`src/rtl/pipe_mem_arbiter_pkg.sv`:
```
// Shared types and defaults for the instruction/data memory arbiter.
package pipe_mem_arbiter_pkg;

    localparam int MaxDataBurst = 4;
    localparam int MemTimeout   = 16;

    typedef enum logic [1:0] {
        IDLE,
        SERVE_M,
        SERVE_IF,
        RESP
    } ArbState;

    typedef struct packed {
        logic        we;
        logic [7:0]  addr;
        logic [31:0] wdata;
    } Mem_req;

endpackage

```
`src/rtl/pipe_mem_arbiter_watchdog.sv`:
```
// Cycle counter bounding how long a memory access may stay outstanding.
module arb_watchdog #(
    parameter int Timeout = 16
) (
    input  logic clk,
    input  logic rst,
    input  logic i_clear,
    input  logic i_count,
    output logic o_expired
);

    localparam int CW = $clog2(Timeout + 1);

    logic [CW-1:0] r_cnt;
    logic          w_last;

    // Flags the final permitted cycle so the FSM can leave on this edge.
    assign w_last    = (r_cnt == CW'(Timeout - 1));
    assign o_expired = w_last;

    always_ff @(posedge clk or posedge rst) begin
        if (rst) begin
            r_cnt <= '0;
        end else if (i_clear) begin
            r_cnt <= '0;
        end else if (i_count && !w_last) begin
            r_cnt <= r_cnt + CW'(1);
        end
    end

endmodule

```
`src/rtl/pipe_mem_arbiter.sv`:
```
// Arbitrates instruction fetch and data access onto one single-port memory,
// with fetch anti-starvation and a watchdog on memory completion.
module pipe_mem_arbiter #(
    parameter int MaxDataBurst = pipe_mem_arbiter_pkg::MaxDataBurst,
    parameter int MemTimeout   = pipe_mem_arbiter_pkg::MemTimeout
) (
    input  logic        clk,
    input  logic        rst,
    input  logic        if_req,
    input  logic [7:0]  if_addr,
    output logic        if_ready,
    output logic [31:0] if_rdata,
    input  logic        m_read,
    input  logic        m_write,
    input  logic [31:0] m_addr,
    input  logic [31:0] m_wdata,
    output logic        m_ready,
    output logic [31:0] m_rdata,
    output logic        mem_req,
    output logic        mem_we,
    output logic [7:0]  mem_addr,
    output logic [31:0] mem_wdata,
    input  logic        mem_ack,
    input  logic [31:0] mem_rdata,
    output logic        stall_if,
    output logic        stall_m,
    output logic        err
);

    import pipe_mem_arbiter_pkg::*;

    localparam int SW = $clog2(MaxDataBurst + 1);

    ArbState       r_state;
    Mem_req        r_req;
    logic          r_mem_req;
    logic          r_if_ready;
    logic          r_m_ready;
    logic          r_err;
    logic [31:0]   r_if_rdata;
    logic [31:0]   r_m_rdata;
    logic [SW-1:0] r_streak;

    logic w_m_any;
    logic w_grant_if;
    logic w_serving;
    logic w_idle;
    logic w_expired;
    logic w_unused;

    assign w_m_any    = m_read | m_write;
    assign w_grant_if = if_req & (~w_m_any | (r_streak == SW'(MaxDataBurst)));
    assign w_serving  = (r_state == SERVE_M) | (r_state == SERVE_IF);
    assign w_idle     = (r_state == IDLE);
    assign w_unused   = ^m_addr[31:8];

    arb_watchdog #(
        .Timeout(MemTimeout)
    ) u_watchdog (
        .clk      (clk),
        .rst      (rst),
        .i_clear  (w_idle),
        .i_count  (w_serving),
        .o_expired(w_expired)
    );

    always_ff @(posedge clk or posedge rst) begin
        if (rst) begin
            r_state    <= IDLE;
            r_req      <= '0;
            r_mem_req  <= 1'b0;
            r_if_ready <= 1'b0;
            r_m_ready  <= 1'b0;
            r_err      <= 1'b0;
            r_if_rdata <= '0;
            r_m_rdata  <= '0;
            r_streak   <= '0;
        end else begin
            r_if_ready <= 1'b0;
            r_m_ready  <= 1'b0;
            unique case (r_state)
                IDLE: begin
                    if (w_grant_if) begin
                        r_state    <= SERVE_IF;
                        r_req.we   <= 1'b0;
                        r_req.addr <= if_addr;
                        r_mem_req  <= 1'b1;
                        r_streak   <= '0;
                    end else if (w_m_any) begin
                        r_state   <= SERVE_M;
                        r_req     <= '{we: m_write, addr: m_addr[7:0],
                                       wdata: m_wdata};
                        r_mem_req <= 1'b1;
                        r_streak  <= if_req ? r_streak + SW'(1) : '0;
                    end
                end
                SERVE_M, SERVE_IF: begin
                    if (mem_ack || w_expired) begin
                        r_state   <= RESP;
                        r_mem_req <= 1'b0;
                        r_req.we  <= 1'b0;
                        if (!mem_ack) begin
                            r_err <= 1'b1;
                        end
                        if (r_state == SERVE_IF) begin
                            r_if_ready <= 1'b1;
                            r_if_rdata <= mem_ack ? mem_rdata : '0;
                        end else begin
                            r_m_ready <= 1'b1;
                            // A completed write leaves the load data alone.
                            if (!mem_ack) begin
                                r_m_rdata <= '0;
                            end else if (!r_req.we) begin
                                r_m_rdata <= mem_rdata;
                            end
                        end
                    end
                end
                RESP: begin
                    r_state <= IDLE;
                end
                default: begin
                    r_state <= IDLE;
                end
            endcase
        end
    end

    assign if_ready  = r_if_ready;
    assign if_rdata  = r_if_rdata;
    assign m_ready   = r_m_ready;
    assign m_rdata   = r_m_rdata;
    assign mem_req   = r_mem_req;
    assign mem_we    = r_req.we;
    assign mem_addr  = r_req.addr;
    assign mem_wdata = r_req.wdata;
    assign err       = r_err;
    assign stall_if  = if_req & ~r_if_ready;
    assign stall_m   = w_m_any & ~r_m_ready;

endmodule

```
`config.mk`:
```
export PLATFORM = sky130hd
export DESIGN_NAME = pipe_mem_arbiter
export DESIGN_NICKNAME = d
export VERILOG_FILES = /design/src/rtl/pipe_mem_arbiter_pkg.sv /design/src/rtl/pipe_mem_arbiter_watchdog.sv /design/src/rtl/pipe_mem_arbiter.sv
export SDC_FILE = /design/constraint.sdc
export NUM_CORES = 1
export LEC_CHECK = 0
export ABC_AREA = 1
export BUFFER_PORTS_ARGS = -buffer_cell sky130_fd_sc_hd__buf_2
export CORE_MARGIN = 2
export CORE_UTILIZATION = 30
export CTS_BUF_LIST = sky130_fd_sc_hd__clkbuf_16
export DETAILED_ROUTE_END_ITERATION = 8
export PLACE_DENSITY = 0.53
export REMOVE_ABC_BUFFERS = 1
export SYNTH_ARGS = -nofsm -noshare
export SYNTH_HDL_FRONTEND = slang
export SYNTH_SLANG_ARGS = --single-unit
```
`constraint.sdc`:
```
create_clock -name clk -period 12.1 [get_ports clk]
set_clock_uncertainty 0.1 [all_clocks]
set_input_delay 2.42 -clock clk [delete_from_list [all_inputs] [get_ports clk]]
set_output_delay 2.42 -clock clk [all_outputs]
set_load 0.02 [all_outputs]
```
# ---- Yosys cells after proc, flatten, opt, wreduce, memory -nomap -nowiden
# Index checks and enable logic that the tools add are counted.
dict set report totals {
  input_bits 110
  output_inout_bits 111
  ff_bits 119
}
dict set report classes {
  add_sub_neg 2
  mux 25
  n_reduce_logical 15
  eq_ne 8
  bitwise_logic 12
}
# operator n
set op_table {}
lappend op_table {{32-bit two-way mux} 3}
lappend op_table {{41-bit two-way mux} 1}
lappend op_table {{3-bit AND reduction} 4}
lappend op_table {{5-bit two-way mux} 2}
lappend op_table {{1-bit two-way mux} 9}
lappend op_table {{3-bit two-way mux} 3}
lappend op_table {{9-bit two-way mux} 1}
lappend op_table {{2-bit two-way mux} 3}
lappend op_table {{1-bit NOT} 6}
lappend op_table {{2-bit one-hot mux with 3 select lines} 1}
lappend op_table {{2-bit nonzero test} 3}
lappend op_table {{5-bit by 1-bit adder with 5-bit output, second input constant} 1}
lappend op_table {{5-bit by 4-bit equality test with 1-bit output, second input constant} 1}
lappend op_table {{2-bit equality test, second input constant} 2}
lappend op_table {{2-bit != test, second input constant} 2}
lappend op_table {{1-bit one-hot mux with 2 select lines} 2}
lappend op_table {{2-bit AND reduction} 2}
lappend op_table {{4-bit AND reduction} 1}
lappend op_table {{3-bit by 1-bit adder with 3-bit output, second input constant} 1}
lappend op_table {{1-bit bitwise AND} 3}
lappend op_table {{3-bit equality test, second input constant} 1}
lappend op_table {{3-bit != test, second input constant} 1}
lappend op_table {{1-bit bitwise OR} 3}
lappend op_table {{2-bit by 1-bit equality test with 1-bit output, second input constant} 1}
lappend op_table {{other kinds (5)} 5}

# ---- Longest topological paths before layout
# Gate-level depths: netlist (run 1).
dict set report depth {
  ltp_word 6
  depth_mapped 11
  ltp_nobuf 10
}

# ---- Modules after synthesis
# Synthesis (run 1) repeated with hierarchy kept, for this count alone.
dict set report unflattened {
  cells_unflattened 550
  area_unflattened_um2 5207.5
}
# mod area_per_inst_um2 seq_area_each_um2 cells_each n_inst
set modules_own_cells {}
lappend modules_own_cells {pipe_mem_arbiter 4921.0 2852.7 513 1}
lappend modules_own_cells {arb_watchdog 286.5 125.1 37 1}

# ---- Worst setup path after synthesis (run 1)
# OpenSTA, ideal clock, no wires.
dict set report synth_timing {
  kind {in2out}
  from {input port if_req}
  to {output port stall_if}
  cell_stages 2
  slack_ns 6.831
  path_buffers 0
  arrival_ns 2.749
  cell_sequence {inv_2 nor2_1}
}
dict set report synth_between {
  elab_chain_len 1
}
# element line_no
set synth_lines {}
lappend synth_lines {{start: declaration} pipe_mem_arbiter.sv:9} ;# input logic if_req,
lappend synth_lines {{1-bit bitwise AND} pipe_mem_arbiter.sv:138} ;# assign stall_if = if_req & ~r_if_ready;
lappend synth_lines {{end: declaration} pipe_mem_arbiter.sv:25} ;# output logic stall_if,
# Every way passes these cells.

# ---- Worst setup path after layout (run 1)
# Ends and elaborated chain as after synthesis.

==> results of run 1 <==
## placed cells by master (no fill, tap or decap), types with 3 or more instances in the layout
master and n:
buf_2 196, bufinv_16 3, clkbuf_16 17, clkinv_2 6, dfrtp_1 119, ha_1 6
inv_1 17, inv_2 5, nand2_1 214, nand2_2 3, nand3_1 13, nand3b_1 8
nor2_1 8, o21ai_0 49, o21ai_1 52
## critical path, delay by kind of cell
kind | cells | cell delay [ns]
and+or+nand+nor | 1 | 0.10
buffers and inverters | 3 | 0.52
## metrics by stage
stage | area, um2 | hold slack [ns] | util [%] | cells
after global routing | 6620 | 0.389 | 40.5 | 961
after global placement | 6050 | 0.362 | 37.0 | 930
final | 6620 | 0.374 | 40.5 | 961
after detailed placement | 6050 | 0.361 | 37.0 | 930
after CTS | 6620 | 0.375 | 40.5 | 961
after floorplan | 4770 | 0.349 | - | 512
## cell families (layout without fill, tap and decap cells)
kind of cell	count (synthesis)	count (layout)
buffers and inverters	51	251
AOI/OAI and AO/OA	110	110
xor gates and xnor gates	3	3
and+or+nand+nor	252	252
adders and majority gates	6	6
DFF	119	119
## final cells by class
cell class                 instances  share of cell area [%]
tap                              220                    4.16
multi-input combinational        371                    25.9
clock inverter                    14                    2.16
timing repair buffer             198                    15.1
inverter                          22                    1.32
clock buffer                      17                    6.43
sequential                       119                    45.0
## per-layer routing
metal	routed length, um	track usage [%]	part of all wire, %	up-vias
met2	6250	24.1	48	131
met4	319	6.99	2.5	0
met1	5670	18.7	44	2002
met3	701	5.06	5.4	23
li1	-	-	-	2123
met5	0	0	0	-
## registers in the layout (all words and copies together), names as in the netlist, 2 cells and up
signal            cells
if_rdata             32
m_rdata              32
mem_addr              8
mem_wdata            32
r_state               2
r_streak              3
u_watchdog.r_cnt      5
## final timing paths
kind	startpoint	endpoint	slack, ns
worst min-delay path	err$_DFFE_PP0P_	err$_DFFE_PP0P_	0.37
worst min register to register	err$_DFFE_PP0P_	err$_DFFE_PP0P_	0.37
worst max-delay path	if_req	stall_if	6.53
worst max register to register	u_watchdog.r_cnt[0]$_DFFE_PP0P_	m_rdata[6]$_DFFE_PP0P_	9.42
min in group asynchronous	rst	m_rdata[2]$_DFFE_PP0P_	2.02
max in group asynchronous	rst	if_rdata[25]$_DFFE_PP0P_	8.57
## power breakdown
group | leakage [nW] | total (mW) | switching (mW) | internal [mW]
combinational | 1.76 | 0.827 | 0.571 | 0.257
clock | 0.289 | 0.486 | 0.170 | 0.316
sequential | 1.53 | 0.679 | 0.0930 | 0.586
total | 3.58 | 1.99 | 0.833 | 1.16
==> flow_metrics.py, run 1 <==
metrics = {
    "setup_path": {
        "cpMostUsedCell": "buf_2",
        "crit_path_top_delay_cell": "buf_2",
        "path_max_fanout": 12,
        "endpoint_kind": "output port",
        "slowest_delay_ns": 0.24,
        "critical_path_class": "in -> out",
        "reg2regPathDepth": 8,
        "cp.arrival_ns": 3.05,
        "critPathRequiredTime_ns": 9.58,
        "critPathLaunchType": "input pin",
        "worstPathCellList": "buf_2 > inv_2 > nor2_1 > buf_2",
    },
    "timing": {
        "fin_crit_ns": 5.57,
        "fin_ws_ns": 6.53,
        "tightest_slew_ns": 1.20,
        "fmax_mhz": 179,
        "relSlewSlack_pct": 19.4,
        "setup_viol": 0,
        "period_share_pct": 46.1,
        "final_hold_viol_count": 0,
        "maxSlewViolCount": 0,
        "totalNegativeSetupSlack_ns": 0,
        "grt_setup_unrepaired": "false",
    },
    "synthesis": {
        "synth_simple_gate_area_share_pct": 20.6,
        "ys_types": 28,
        "synth_cells": 541,
        "synth_edf_count": 0,
        "netlist_area_um2": 4960,
        "synth_top_area_share_pct": 60.0,
        "synth_common_cells": "nand2_1 (215), dfrtp_1 (119), o21ai_1 (52)",
        "syn-mean-instance-area_um2": 9.17,
        "synthAdderAreaFrac_pct": 1.51,
        "synth-compound-area-share_pct": 11.9,
        "ys_seq_area_share_pct": 60.0,
        "synth_xor_xnor_area_share_pct": 0.530,
        "synth-seq-cells": 119,
        "yosysTopAreaCell": "dfrtp_1",
        "synthFlopType": "dfrtp_1",
        "yosysMostFrequentCell": "nand2_1",
        "ys_warn_count": 0,
        "synthArstFlopShare_pct": 100,
        "synth_top_family_by_area": "simple AND/OR/NAND/NOR gates",
        "muxShareOfSynthArea_pct": 0,
        "synthTopCellsByArea": "dfrtp_1 (60%), nand2_1 (16%), o21ai_1 (5.2%)",
    },
    "floorplanning": {
        "num_rows": 47,
        "core_area_um2": 16300,
        "fp.dieW_um": 133,
        "die_area_um2": 17600,
        "die_y_um": 133,
        "io_pins": 221,
        "initial_core_util_pct": 30.3,
    },
    "layout": {
        "area_growth_pct": 33.4,
        "drive_above_1_share_pct": 32.8,
        "layout.nets": 845,
        "seq_area_um2": 2980,
        "multi_input_area_um2": 1710,
        "fillers": 1728,
        "antennaDiodeCount": 0,
    },
    "place": {
        "dp_hpwl_um": 8840,
        "dp_slack_ns": 6.54,
        "portBuffers": 196,
        "place.gp.congestion": 0.804,
    },
    "grt": {
        "grt_pass1_wl_um": 21300,
        "grt_pass1_vias": 4293,
        "gr-usage-all-layers_pct": 15.2,
        "antenna_found_initial": 0,
        "grt_max_degree": 66,
        "grt.overflow.total": 0,
    },
    "detailed_routing": {
        "via_per_inst": 4.45,
        "drc_errors": 0,
        "antenna_left": 0,
        "wl_um": 12900,
        "wire_per_inst_um": 13.5,
        "num_vias": 4279,
        "first_pass_iters": 4,
        "drtIter0Drc": 236,
    },
    "clocking": {
        "insertion_delay_ns": 0.40,
        "cts_buffers": 17,
        "cts_setup_buffers": 0,
        "clkTransAtPathRegs_ns": 0.05,
        "clock_sinks": 119,
        "cts_tree": "yes",
        "cts-htree-levels": 4,
        "root_buffer": "clkbuf_16",
        "cts_resized": 0,
        "clock_path_buffers": 2,
        "ctsHoldBuffers": 0,
    },
    "pwr": {
        "total_power_mw": 1.99,
        "vdd_drop_max_mv": 0.117,
        "pwr_density_cell_nw_per_um2": 301,
        "power.leakage_nw": 3.58,
    },
    "flow_run": {
        "max_cap_viol_count": 0,
    },
    "min_path": {
        "whs_path_depth": 1,
        "hp-class": "reg -> reg",
    },
    "status": {
        "status": "complete, no violations",
    },
}
(Power assumes the default switching activity.)
==> inputs of run 2 (changes only) <==
clock period = 5.5 ns   (was 12.1 ns; I/O delays follow)
==> flow_metrics.py, run 2 (synthesis gave the netlist of run 1 again) <==
metrics = {
    "floorplanning": {
        "die_area_um2": 17600,
        "die_y_um": 133,
        "num_rows": 47,
        "io_pins": 221,
        "fp.dieW_um": 133,
        "initial_core_util_pct": 30.3,
        "core_area_um2": 16300,
    },
    "grt": {
        "grt_max_degree": 82,
        "grt_pass1_wl_um": 21500,
        "grt_pass1_vias": 4305,
        "gr-usage-all-layers_pct": 15.3,
        "antenna_found_initial": 0,
        "grt.overflow.total": 0,
    },
    "detailed_routing": {
        "num_vias": 4304,
        "drtIter0Drc": 182,
        "drc_errors": 0,
        "wire_per_inst_um": 13.6,
        "wl_um": 13100,
        "antenna_left": 0,
        "first_pass_iters": 5,
        "via_per_inst": 4.48,
    },
    "setup_path": {
        "critical_path_class": "in -> out",
        "rrSetupSlack_ns": 2.88,
        "r2r-end": "m_rdata[2]$_DFFE_PP0P_",
        "critPathLaunchType": "input pin",
        "endpoint_kind": "output port",
        "critPathRequiredTime_ns": 4.30,
        "reg2regPathDepth": 8,
        "path_max_fanout": 12,
        "reg2reg_from": "u_watchdog.r_cnt[0]$_DFFE_PP0P_",
        "cp.arrival_ns": 1.73,
    },
    "clocking": {
        "root_buffer": "clkbuf_16",
        "clkTransAtPathRegs_ns": 0.06,
        "clock_sinks": 119,
        "cts_tree": "yes",
        "insertion_delay_ns": 0.41,
        "cts_setup_buffers": 0,
        "cts_buffers": 17,
        "ctsHoldBuffers": 0,
        "cts-htree-levels": 4,
        "cts_resized": 0,
        "clock_path_buffers": 2,
    },
    "min_path": {
        "whs_path_depth": 1,
        "whs_endpoint": "err$_DFFE_PP0P_",
        "hp-start": "err$_DFFE_PP0P_",
        "hp-class": "reg -> reg",
    },
    "layout": {
        "layout_commonest_cell": "nand2_1",
        "area_growth_pct": 34.7,
        "antennaDiodeCount": 0,
        "layout.nets": 845,
        "fillers": 1715,
        "drive_above_1_share_pct": 32.9,
        "final_cell_mix": "nand2_1 (214), buf_2 (196), dfrtp_1 (119), o21ai_1 (52), o21ai_0 (49)",
        "fin_util_pct": 40.9,
    },
    "timing": {
        "timing.hold.ws_ns": 0.377,
        "totalNegativeSetupSlack_ns": 0,
        "period_share_pct": 53.2,
        "setup_viol": 0,
        "fmax_mhz": 342,
        "final_hold_viol_count": 0,
        "grt_setup_unrepaired": "false",
        "fin_crit_ns": 2.93,
        "maxSlewViolCount": 0,
        "relSlewSlack_pct": 18.8,
        "tightest_slew_ns": 1.21,
    },
    "flow_run": {
        "max_cap_viol_count": 0,
    },
    "status": {
        "status": "complete, no violations",
    },
    "place": {
        "portBuffers": 196,
        "place.gp.congestion": 0.802,
        "dp_hpwl_um": 8660,
    },
    "pwr": {
        "vdd_drop_max_mv": 0.207,
        "pwr_density_cell_nw_per_um2": 674,
        "power.leakage_nw": 3.60,
    },
}
run 2: worst max-delay path, stage by stage:
cell	delay, ns
buf_2	0.24
inv_2	0.13
nor2_1	0.10
buf_2	0.16
run 2: cell type report:
type	instances	area, um2	share of cell area [%]
Multi-Input combinational cell	371	1710	25.6
Clock buffer	17	425	6.37
Sequential cell	119	2980	44.6
Tap cell	220	275	4.12
Inverter	22	87.6	1.31
Timing Repair Buffer	198	996	14.9
Clock inverter	14	209	3.13
run 2: how the worst max path moves through the flow:
stage	slack, ns	to	from	depth (start not counted)
2_1_floorplan	1.14	err$_DFFE_PP0P_	rst	1
3_3_place_gp	2.19	m_rdata[6]$_DFFE_PP0P_	mem_ack	5
3_5_place_dp	2.13	m_rdata[2]$_DFFE_PP0P_	mem_ack	5
4_1_cts	2.56	m_rdata[2]$_DFFE_PP0P_	mem_ack	5
5_1_grt	2.34	m_rdata[2]$_DFFE_PP0P_	mem_ack	5
6_report	2.57	stall_if	if_req	4
run 2: power breakdown:
part	leakage, nW	total (mW)	internal, mW	switching, mW
clock network	0.313	1.20	0.798	0.398
registers	1.53	1.49	1.29	0.203
logic	1.76	1.82	0.564	1.26
run 2: stage by stage:
stage	cells	worst slack [ns]	area, um2	total power, mW
floorplan	512	1.14	4770	2.67
global placement	930	2.19	6050	3.30
detailed placement	930	2.13	6050	3.35
CTS	961	2.56	6680	4.58
global route	961	2.34	6680	4.84
finish	961	2.57	6680	4.51
run 2: layer usage:
layer / global-route usage, % / routed length [um] / up-vias
met2: 25.1 / 6290 / 141
met3: 4.18 / 691 / 31
met1: 18.6 / 5730 / 2024
met5: 0 / 0 / -
li1: - / - / 2108
met4: 7.77 / 374 / 0
==> inputs of run 3 (changes only) <==
clock period = 2.91 ns   (was 5.5 ns; I/O delays follow)
==> flow_metrics.py, run 3 (synthesis gave the netlist of run 1 again) <==
metrics = {
    "place": {
        "dp_hpwl_um": 9040,
        "placedCellCount": 935,
        "portBuffers": 196,
        "place.gp.congestion": 0.801,
    },
    "timing": {
        "fin_crit_ns": 2.17,
        "setup_viol": 0,
        "relSlewSlack_pct": 49.3,
        "fmax_mhz": 461,
        "tightest_slew_ns": 0.759,
        "period_share_pct": 74.6,
        "final_hold_viol_count": 0,
        "maxSlewViolCount": 0,
        "totalNegativeSetupSlack_ns": 0,
        "timing.hold.ws_ns": 0.0669,
        "grt_setup_unrepaired": "false",
    },
    "floorplanning": {
        "io_pins": 221,
        "initial_core_util_pct": 30.3,
        "num_rows": 47,
        "core_area_um2": 16300,
        "fp.dieW_um": 133,
        "die_area_um2": 17600,
        "die_y_um": 133,
    },
    "setup_path": {
        "path_max_fanout": 40,
        "critical_path_class": "reg -> reg",
        "crit_path_top_delay_cell": "nor2_4",
        "critPathRequiredTime_ns": 3.17,
        "worstPathCellList": "inv_1 > ha_1 > inv_2 > nor2_4 > nand2_1 > nand2_1",
        "cp.arrival_ns": 2.43,
        "critPathBufInv": 2,
        "cpLargestDelayFamily": "simple AND/OR/NAND/NOR gates",
        "slowest_delay_ns": 0.70,
        "cpMostUsedCell": "nand2_1",
        "endpoint_kind": "flop",
        "critPathLaunchType": "flop",
    },
    "pwr": {
        "pwr_density_cell_nw_per_um2": 1260,
        "power.leakage_nw": 3.62,
        "vdd_drop_max_mv": 0.410,
    },
    "clocking": {
        "clock_sinks": 119,
        "ctsHoldBuffers": 0,
        "cts_setup_buffers": 0,
        "cts-htree-levels": 4,
        "cts_buffers": 17,
        "root_buffer": "clkbuf_16",
        "clkTransAtPathRegs_ns": 0.06,
        "cts_tree": "yes",
        "clock_path_buffers": 2,
        "insertion_delay_ns": 0.41,
        "cts_resized": 0,
    },
    "detailed_routing": {
        "num_vias": 4364,
        "antenna_left": 0,
        "wl_um": 13400,
        "wire_per_inst_um": 13.8,
        "drc_errors": 0,
        "via_per_inst": 4.51,
        "first_pass_iters": 4,
        "drtIter0Drc": 258,
    },
    "grt": {
        "antenna_found_initial": 0,
        "grt_pass1_wl_um": 21800,
        "grt_pass1_vias": 4351,
        "grt_max_degree": 66,
        "gr-usage-all-layers_pct": 15.5,
        "grt.overflow.total": 0,
    },
    "layout": {
        "final_cells": 967,
        "antennaDiodeCount": 0,
        "final_cell_mix": "nand2_1 (214), buf_2 (196), dfrtp_1 (119), o21ai_1 (52), o21ai_0 (49)",
        "layout.nets": 850,
        "fin_util_pct": 41.2,
        "area_growth_pct": 35.9,
        "layout_commonest_cell": "nand2_1",
        "drive_above_1_share_pct": 33.7,
    },
    "min_path": {
        "hp-class": "in -> async",
    },
    "status": {
        "status": "complete, no violations",
    },
    "flow_run": {
        "max_cap_viol_count": 0,
    },
}
run 3: cell types whose count changed in the layout (fill, tap and decap cells not counted):
cell        delta
buf_12         +3
bufinv_16      -2
clkinvlp_4     +1
inv_6          +3
inv_8          +2
clkinv_2       -1
inv_1          -2
buf_4          +2
run 3: layout make-up:
class / count / area, um2
Fill cell: 1704 / 9610
Sequential cell: 119 / 2980
Multi-Input combinational cell: 371 / 1710
Timing Repair Buffer: 203 / 1070
Clock buffer: 17 / 425
Tap cell: 220 / 275
Clock inverter: 15 / 193
Inverter: 22 / 87.6
run 3: worst paths after layout:
check | start | endpoint | slack, ns | cells after the start
worst min-delay path | rst | m_rdata[17]$_DFFE_PP0P_ | 0.07 | 2
worst max register to register | r_state[0]$_DFFE_PP0P_ | mem_wdata[14]$_DFFE_PP0P_ | 0.74 | 6
min in group clk | m_wdata[6] | mem_wdata[6]$_DFFE_PP0P_ | 0.26 | 3
worst max-delay path | r_state[0]$_DFFE_PP0P_ | mem_wdata[14]$_DFFE_PP0P_ | 0.74 | 6
worst min register to register | mem_addr[7]$_DFFE_PP0P_ | mem_addr[7]$_DFFE_PP0P_ | 0.38 | 2
max in group asynchronous | rst | mem_wdata[31]$_DFFE_PP0P_ | 1.83 | 3
run 3: power by group:
part	total [mW]	internal (mW)	switching, mW	leakage [nW]
logic	3.50	1.11	2.39	1.80
clock network	2.19	1.37	0.825	0.296
registers	2.82	2.43	0.392	1.53
run 3: per-stage QoR:
step	power (mW)	instance area [um2]	setup WS [ns]
2_1_floorplan	5.04	4770	-0.929
3_3_place_gp	6.28	6120	0.791
3_5_place_dp	6.40	6120	0.698
4_1_cts	8.63	6740	0.685
5_1_grt	9.11	6740	0.471
6_report	8.51	6740	0.739
run 3: metal layers:
layer / routed length, um / vias up / GRT usage [%]
met4: 319 / 0 / 6.15
met2: 6510 / 120 / 25.6
li1: - / 2135 / -
met3: 751 / 21 / 5.10
met1: 5770 / 2088 / 18.8
met5: 0 / - / 0
